===== config.mk =====
export PLATFORM = sky130hd
export DESIGN_NAME = mult_acc_seq
export DESIGN_NICKNAME = d
export VERILOG_FILES = /design/src/rtl/mult_acc_seq.sv
export SDC_FILE = /design/constraint.sdc
export NUM_CORES = 1
export LEC_CHECK = 0
export ABC_AREA = 1
export BUFFER_PORTS_ARGS = -buffer_cell sky130_fd_sc_hd__buf_2
export CELL_PAD_IN_SITES_DETAIL_PLACEMENT = 1
export CELL_PAD_IN_SITES_GLOBAL_PLACEMENT = 2
export CORE_ASPECT_RATIO = 0.6
export CORE_MARGIN = 4
export CORE_UTILIZATION = 35
export DETAILED_ROUTE_END_ITERATION = 7
export PLACE_DENSITY = 0.88
export SYNTH_ARGS = -nofsm -noshare
export SYNTH_HDL_FRONTEND = slang
export SYNTH_SLANG_ARGS = --single-unit
export TNS_END_PERCENT = 1

===== constraint.sdc =====
create_clock -name clk -period 5.7 [get_ports clk]
set_clock_uncertainty 0.15 [all_clocks]
set_input_delay 0.57 -clock clk [delete_from_list [all_inputs] [get_ports clk]]
set_output_delay 0.57 -clock clk [all_outputs]
set_load 0.05 [all_outputs]

===== src/rtl/mult_acc_seq.sv =====
// Sequential shift-and-add multiplier with HI:LO accumulator.
// One multiplier bit is consumed per cycle (LSB first), so every operation
// takes WIDTH+1 cycles from accept to result regardless of operand values.
// Signed operations multiply magnitudes and fix the sign in the final cycle.

module mult_acc_seq #(
    parameter int WIDTH = 32,
    parameter int CNT_W = 6
) (
    input  logic               clk,
    input  logic               reset,
    input  logic               start,
    input  logic [1:0]         op,
    input  logic               clr,
    input  logic [WIDTH-1:0]   dataA,
    input  logic [WIDTH-1:0]   dataB,
    output logic [2*WIDTH-1:0] dataOut,
    output logic               busy,
    output logic               done
);

    typedef enum logic [1:0] {
        IDLE = 2'd0,
        CALC = 2'd1,
        FIN  = 2'd2
    } state_t;

    state_t             state_q, state_d;
    logic [1:0]         op_q, op_d;
    logic               neg_q, neg_d;
    logic [2*WIDTH-1:0] mcnd_q, mcnd_d;
    logic [WIDTH-1:0]   mpy_q, mpy_d;
    logic [2*WIDTH-1:0] prod_q, prod_d;
    logic [CNT_W-1:0]   cnt_q, cnt_d;
    logic [2*WIDTH-1:0] acc_q, acc_d;
    logic               done_q, done_d;

    logic [WIDTH-1:0]   magA, magB;
    logic [2*WIDTH-1:0] prodSigned;

    // Operand magnitudes at accept time and the sign-corrected product at FIN;
    // the most negative value negates onto itself, which is its correct unsigned magnitude.
    always_comb begin
        magA       = (op[0] && dataA[WIDTH-1]) ? -dataA : dataA;
        magB       = (op[0] && dataB[WIDTH-1]) ? -dataB : dataB;
        prodSigned = neg_q ? -prod_q : prod_q;
    end

    // Next-state logic: accept/clear in IDLE, one shift-add step per CALC cycle, write-back in FIN.
    always_comb begin
        state_d = state_q;
        op_d    = op_q;
        neg_d   = neg_q;
        mcnd_d  = mcnd_q;
        mpy_d   = mpy_q;
        prod_d  = prod_q;
        cnt_d   = cnt_q;
        acc_d   = acc_q;
        done_d  = 1'b0;

        case (state_q)
            IDLE: begin
                if (clr) begin
                    acc_d = '0;
                end else if (start) begin
                    op_d    = op;
                    neg_d   = op[0] & (dataA[WIDTH-1] ^ dataB[WIDTH-1]);
                    mcnd_d  = {{WIDTH{1'b0}}, magA};
                    mpy_d   = magB;
                    prod_d  = '0;
                    cnt_d   = '0;
                    state_d = CALC;
                end
            end
            CALC: begin
                if (mpy_q[0]) begin
                    prod_d = prod_q + mcnd_q;
                end
                mcnd_d = mcnd_q << 1;
                mpy_d  = mpy_q >> 1;
                cnt_d  = cnt_q + CNT_W'(1);
                if (cnt_q == CNT_W'(WIDTH - 1)) begin
                    state_d = FIN;
                end
            end
            FIN: begin
                acc_d   = op_q[1] ? (acc_q + prodSigned) : prodSigned;
                done_d  = 1'b1;
                state_d = IDLE;
            end
            default: begin
                state_d = IDLE;
            end
        endcase
    end

    // State and datapath registers with synchronous active-low reset.
    always_ff @(posedge clk) begin
        if (!reset) begin
            state_q <= IDLE;
            op_q    <= '0;
            neg_q   <= 1'b0;
            mcnd_q  <= '0;
            mpy_q   <= '0;
            prod_q  <= '0;
            cnt_q   <= '0;
            acc_q   <= '0;
            done_q  <= 1'b0;
        end else begin
            state_q <= state_d;
            op_q    <= op_d;
            neg_q   <= neg_d;
            mcnd_q  <= mcnd_d;
            mpy_q   <= mpy_d;
            prod_q  <= prod_d;
            cnt_q   <= cnt_d;
            acc_q   <= acc_d;
            done_q  <= done_d;
        end
    end

    assign dataOut = acc_q;
    assign busy    = (state_q != IDLE);
    assign done    = done_q;

endmodule


==> metrics.md <==
| Metric | Value |
|---|---|
| Status | completed |
| First-pass GRT wire length | 169.4 mm |
| Worst Reg2Reg Path Length in Cells | 23 |
| Highest metal used | met4 |
| Placed Cells | 5,117 |
| Reg-to-Reg End | dataOut[37] |
| Multi-input gate area in the final layout | 16,280 sq um |
| DRC Markers | 0 |
| Top Ports | 136 |
| GR Overflow Total | 0 |
| RSZ-0062 raised after global routing | no |
| Clock sinks | 235 |
| Worst-Margin Slew | about 1.1 ns |
| Final Slew Violations | 0 |
| Critical path's slowest cell | nor2_1 |
| Slowest stage delay, CP | 0.75 ns |
| ANT nets after route | 0 |
| Die X-Extent | approximately 340 um |
| Yosys top cell area share | 0.2012 |
| Fin nets | 4,465 |
| CTS Buf Count | 29 |
| Fmax | 178.4 MHz |
| Vias per std cell | 5.479 |
| Met2 WL | 40.58 mm |
| Pwr dens | 177.0 nW/um^2 |
| Critical path fanouts, max | 5 |
| Post-Place Worst Slack | about 0.63 ns |
| Vias in the first global route | 26,480 |
| Crit path capture | dataOut[37] |
| Met1 WL | 59.19 mm |
| Met3 Wirelength | 13.13 mm |
| First-pass DRT Iterations | 5 |
| Syn_area_per_cell | ~5.6 sq um |
| Largest net degree at the start of global routing | 90 |
| Hold violation total from the final report | 0 |
| TritonCTS clock tree | built |
| Avg WL per Cell | 22.09 um |
| Crit end category | flip-flop |
| 1st-iter DRT viols | between 2,000 and 3,000 |
| Clk slew on worst S/H paths | 0.06 ns |
| Final Cycle Share | 0.9835 |
| Ordered list of cells on the worst path | inv_1 -> ha_1 -> nand3_2 -> inv_2 -> nand2_2 -> nor2_1 -> nand4_1 -> nand2_1 -> nand2_1 -> nand2_1 -> nand2_1 -> ha_1 -> nand2_1 -> nor2_1 -> nand2_1 -> nor2_1 -> nand4_1 -> nand3_1 -> nand2_1 -> nand2_1 -> nand2_1 -> nand3_1 -> a21oi_1 |
| Clock Root Buffer | clkbuf_16 |
| Worst VDD drop | 0.0002308 V |
| Crit Path Category | flip-flop to flip-flop |
| Ys flop type | dfxtp_1 |
| Post-synthesis sequential area ratio | 0.2004 |
| Die Ht | about 210 um |
| Most frequent cell after synthesis | nand2_1 |
| Yosys warnings | 0 |
| DP HPWL | between 90 and 100 mm |
| Number of buffers inserted by hold repair at cts | 0 |
| Most numerous cell on the critical path | nand2_1 |
| Final worst slack | between 0.09 and 0.1 ns |
| Starting Density | 0.3540 |
| Share of layout cells above drive strength 1 | 0.06698 |
| Port buffer count | about 140 |
| Initial antenna violation count | 1 |
| Worst EP required | 6.02 ns |
| Fin cells | ~5,200 |
| Crit path time final | 5.606 ns |
| Synthesized Nets | 4,381 |
| Clk Latency, worst-skew pair | about 0.60 ns |
| FF-to-FF setup slack | 0.09 ns |
| Startpoint Class | flip-flop |
| Static Leakage | 0.01251 uW |
| Hold Crit Class | input port to flip-flop |
| Final Hold Slack | 0.06230 ns |
| Final setup vio count | 0 |
| Longest Clk Path Bufs | 3 |
| EDFF count, synth | 0 |
| Mapped Area | 23,480 sq um |
| Gp weighted congestion | between 1 and 1.5 |
| CTS HTree Levels | 1 |
| Die ar. | 71,410 sq um |
| FF+latch area | ~4700 sq um |
| CORE AREA | about 66,000 sq um |
| Crit path from | prod_q[1] |
| Synth top cells by count | nand2_1, inv_1, nor2_1 |
| Final wirelength | 114.3 mm |
| Fin util | 0.3935 |
| Netlist cell types | 50 |
| Maxcap violations | 0 |
| Area contributors post-synth | nand2_1, dfxtp_1, a21oi_1 |
| Synth Instances | 4,164 |
| Area Growth Syn to Fin | 11.15% |
| # rows | 73 |
| Setup TNS Final | 0 ns |
| FFs w/ async S/R, synth | 0 |
| Fillcell total | between 9,000 and 10,000 |
| CP Data Arrival Time | between 5 and 6 ns |
| DR vias | 28,340 |
| Slew headroom | 0.2724 |
| Worst R2R Start | prod_q[1] |
| Yosys reg bits | 235 |
| Total global-route track usage | 0.3076 |
| Synth area leader | nand2_1 |
## metrics by stage
step	power (uW)	area [sq um]
floorplan	2270	23480
global placement	2555	25070
detailed placement	2567	25070
CTS	4633	26090
global route	4798	26090
finish	4619	26090
## critical path: cells and delay by family, from the launching register on
| family | cells | cell delay, ns |
|---|---|---|
| fa+ha+maj | 2 | 0.68 |
| simple gates | 18 | 3.92 |
| flops | 1 | 0.36 |
| compound gates | 1 | 0.07 |
| buf+inv | 2 | 0.29 |
## metal layers
layer	up-vias	global-route usage
li1	13680	-
met1	13560	0.4956
met2	1007	0.3903
met3	89	0.1064
met4	0	0.03191
met5	-	0
## cells by family (layout without fill, tap and decap cells)
| kind of cell | count (synthesis) | after routing | share of synthesized area |
|---|---|---|---|
| buffers and inverters | 661 | 767 | 0.1067 |
| adders and majority gates | 147 | 147 | 0.07899 |
| and+or+nand+nor | 2226 | 2226 | 0.3910 |
| xor gates and xnor gates | 77 | 77 | 0.02905 |
| other | 0 | 2 | 0 |
| AOI/OAI and AO/OA | 818 | 818 | 0.1940 |
| DFF | 235 | 235 | 0.2004 |
## state kept, by name, indices dropped and copies added (netlist names)
register / flops
dataOut: 64
mcnd_q: 64
prod_q: 64
mpy_q: 32
cnt_q: 6
state_q: 2
done: 1
neg_q: 1
op_q: 1
## layout make-up
cell class                      count  area share
Sequential cell                   235      0.1804
Multi-Input combinational cell   3268      0.6239
Antenna cell                        2   0.0001918
Timing Repair Buffer              160     0.03357
Clock buffer                       38     0.03103
Clock inverter                     15    0.007864
Inverter                          554     0.07989
Tap cell                          900     0.04316
## power breakdown
| part | internal [uW] | switching, uW | leakage [uW] |
|---|---|---|---|
| Sequential | 1690 | 38.3 | 0.00190 |
| Combinational | 231 | 602 | 0.0101 |
| Clock | 1190 | 877 | 0.000477 |
| Total | 3100 | 1520 | 0.0125 |
## timing repair
action / in CTS / in global routing
resized for setup: 0 / 1
endpoints found under the setup margin: 0 / 1
buffers inserted: 0 / 0
## cell usage in the layout (no fill, tap or decap), types with 5 or more instances in the layout
cell        Yosys  routed
a21boi_0        8       8
a21o_1         14      14
a21oi_1       406     406
a31oi_1         9       9
buf_2          18     135
buf_4           0      24
clkbuf_16       0      29
clkbuf_8        0       5
clkinv_1        4       5
clkinvlp_4      0       6
dfxtp_1       235     233
ha_1          145     145
inv_1         541     539
inv_2           9       9
nand2_1      1258    1256
nand2_2        11      13
nand3_1       287     287
nand3_2         5       5
nand3b_1       24      24
nand4_1        38      38
nor2_1        517     516
nor2_2         20      20
nor2_4          5       6
nor3_1         37      37
nor4_1          7       7
o2111ai_1       6       6
o211ai_1       33      33
o21a_1          9       9
o21ai_0       229     229
o21ai_1         9       9
o21bai_1       38      38
o221ai_1        8       8
o22ai_1        17      17
o32ai_1        16      16
or2_2           8       8
xnor2_1        18      18
xor2_1         58      58
## worst min-delay path by stage
stage	cells past startpoint	startpoint	slack, ns	end
floorplan	2	mpy_q[26]	0.27	mpy_q[26]
global placement	2	mpy_q[28]	0.28	mpy_q[28]
detailed placement	2	mpy_q[26]	0.29	mpy_q[26]
CTS	3	op[1]	0.03	op_q[1]
global route	3	op[1]	0.1	op_q[1]
finish	3	op[1]	0.06	op_q[1]
(Power assumes the default switching activity.)
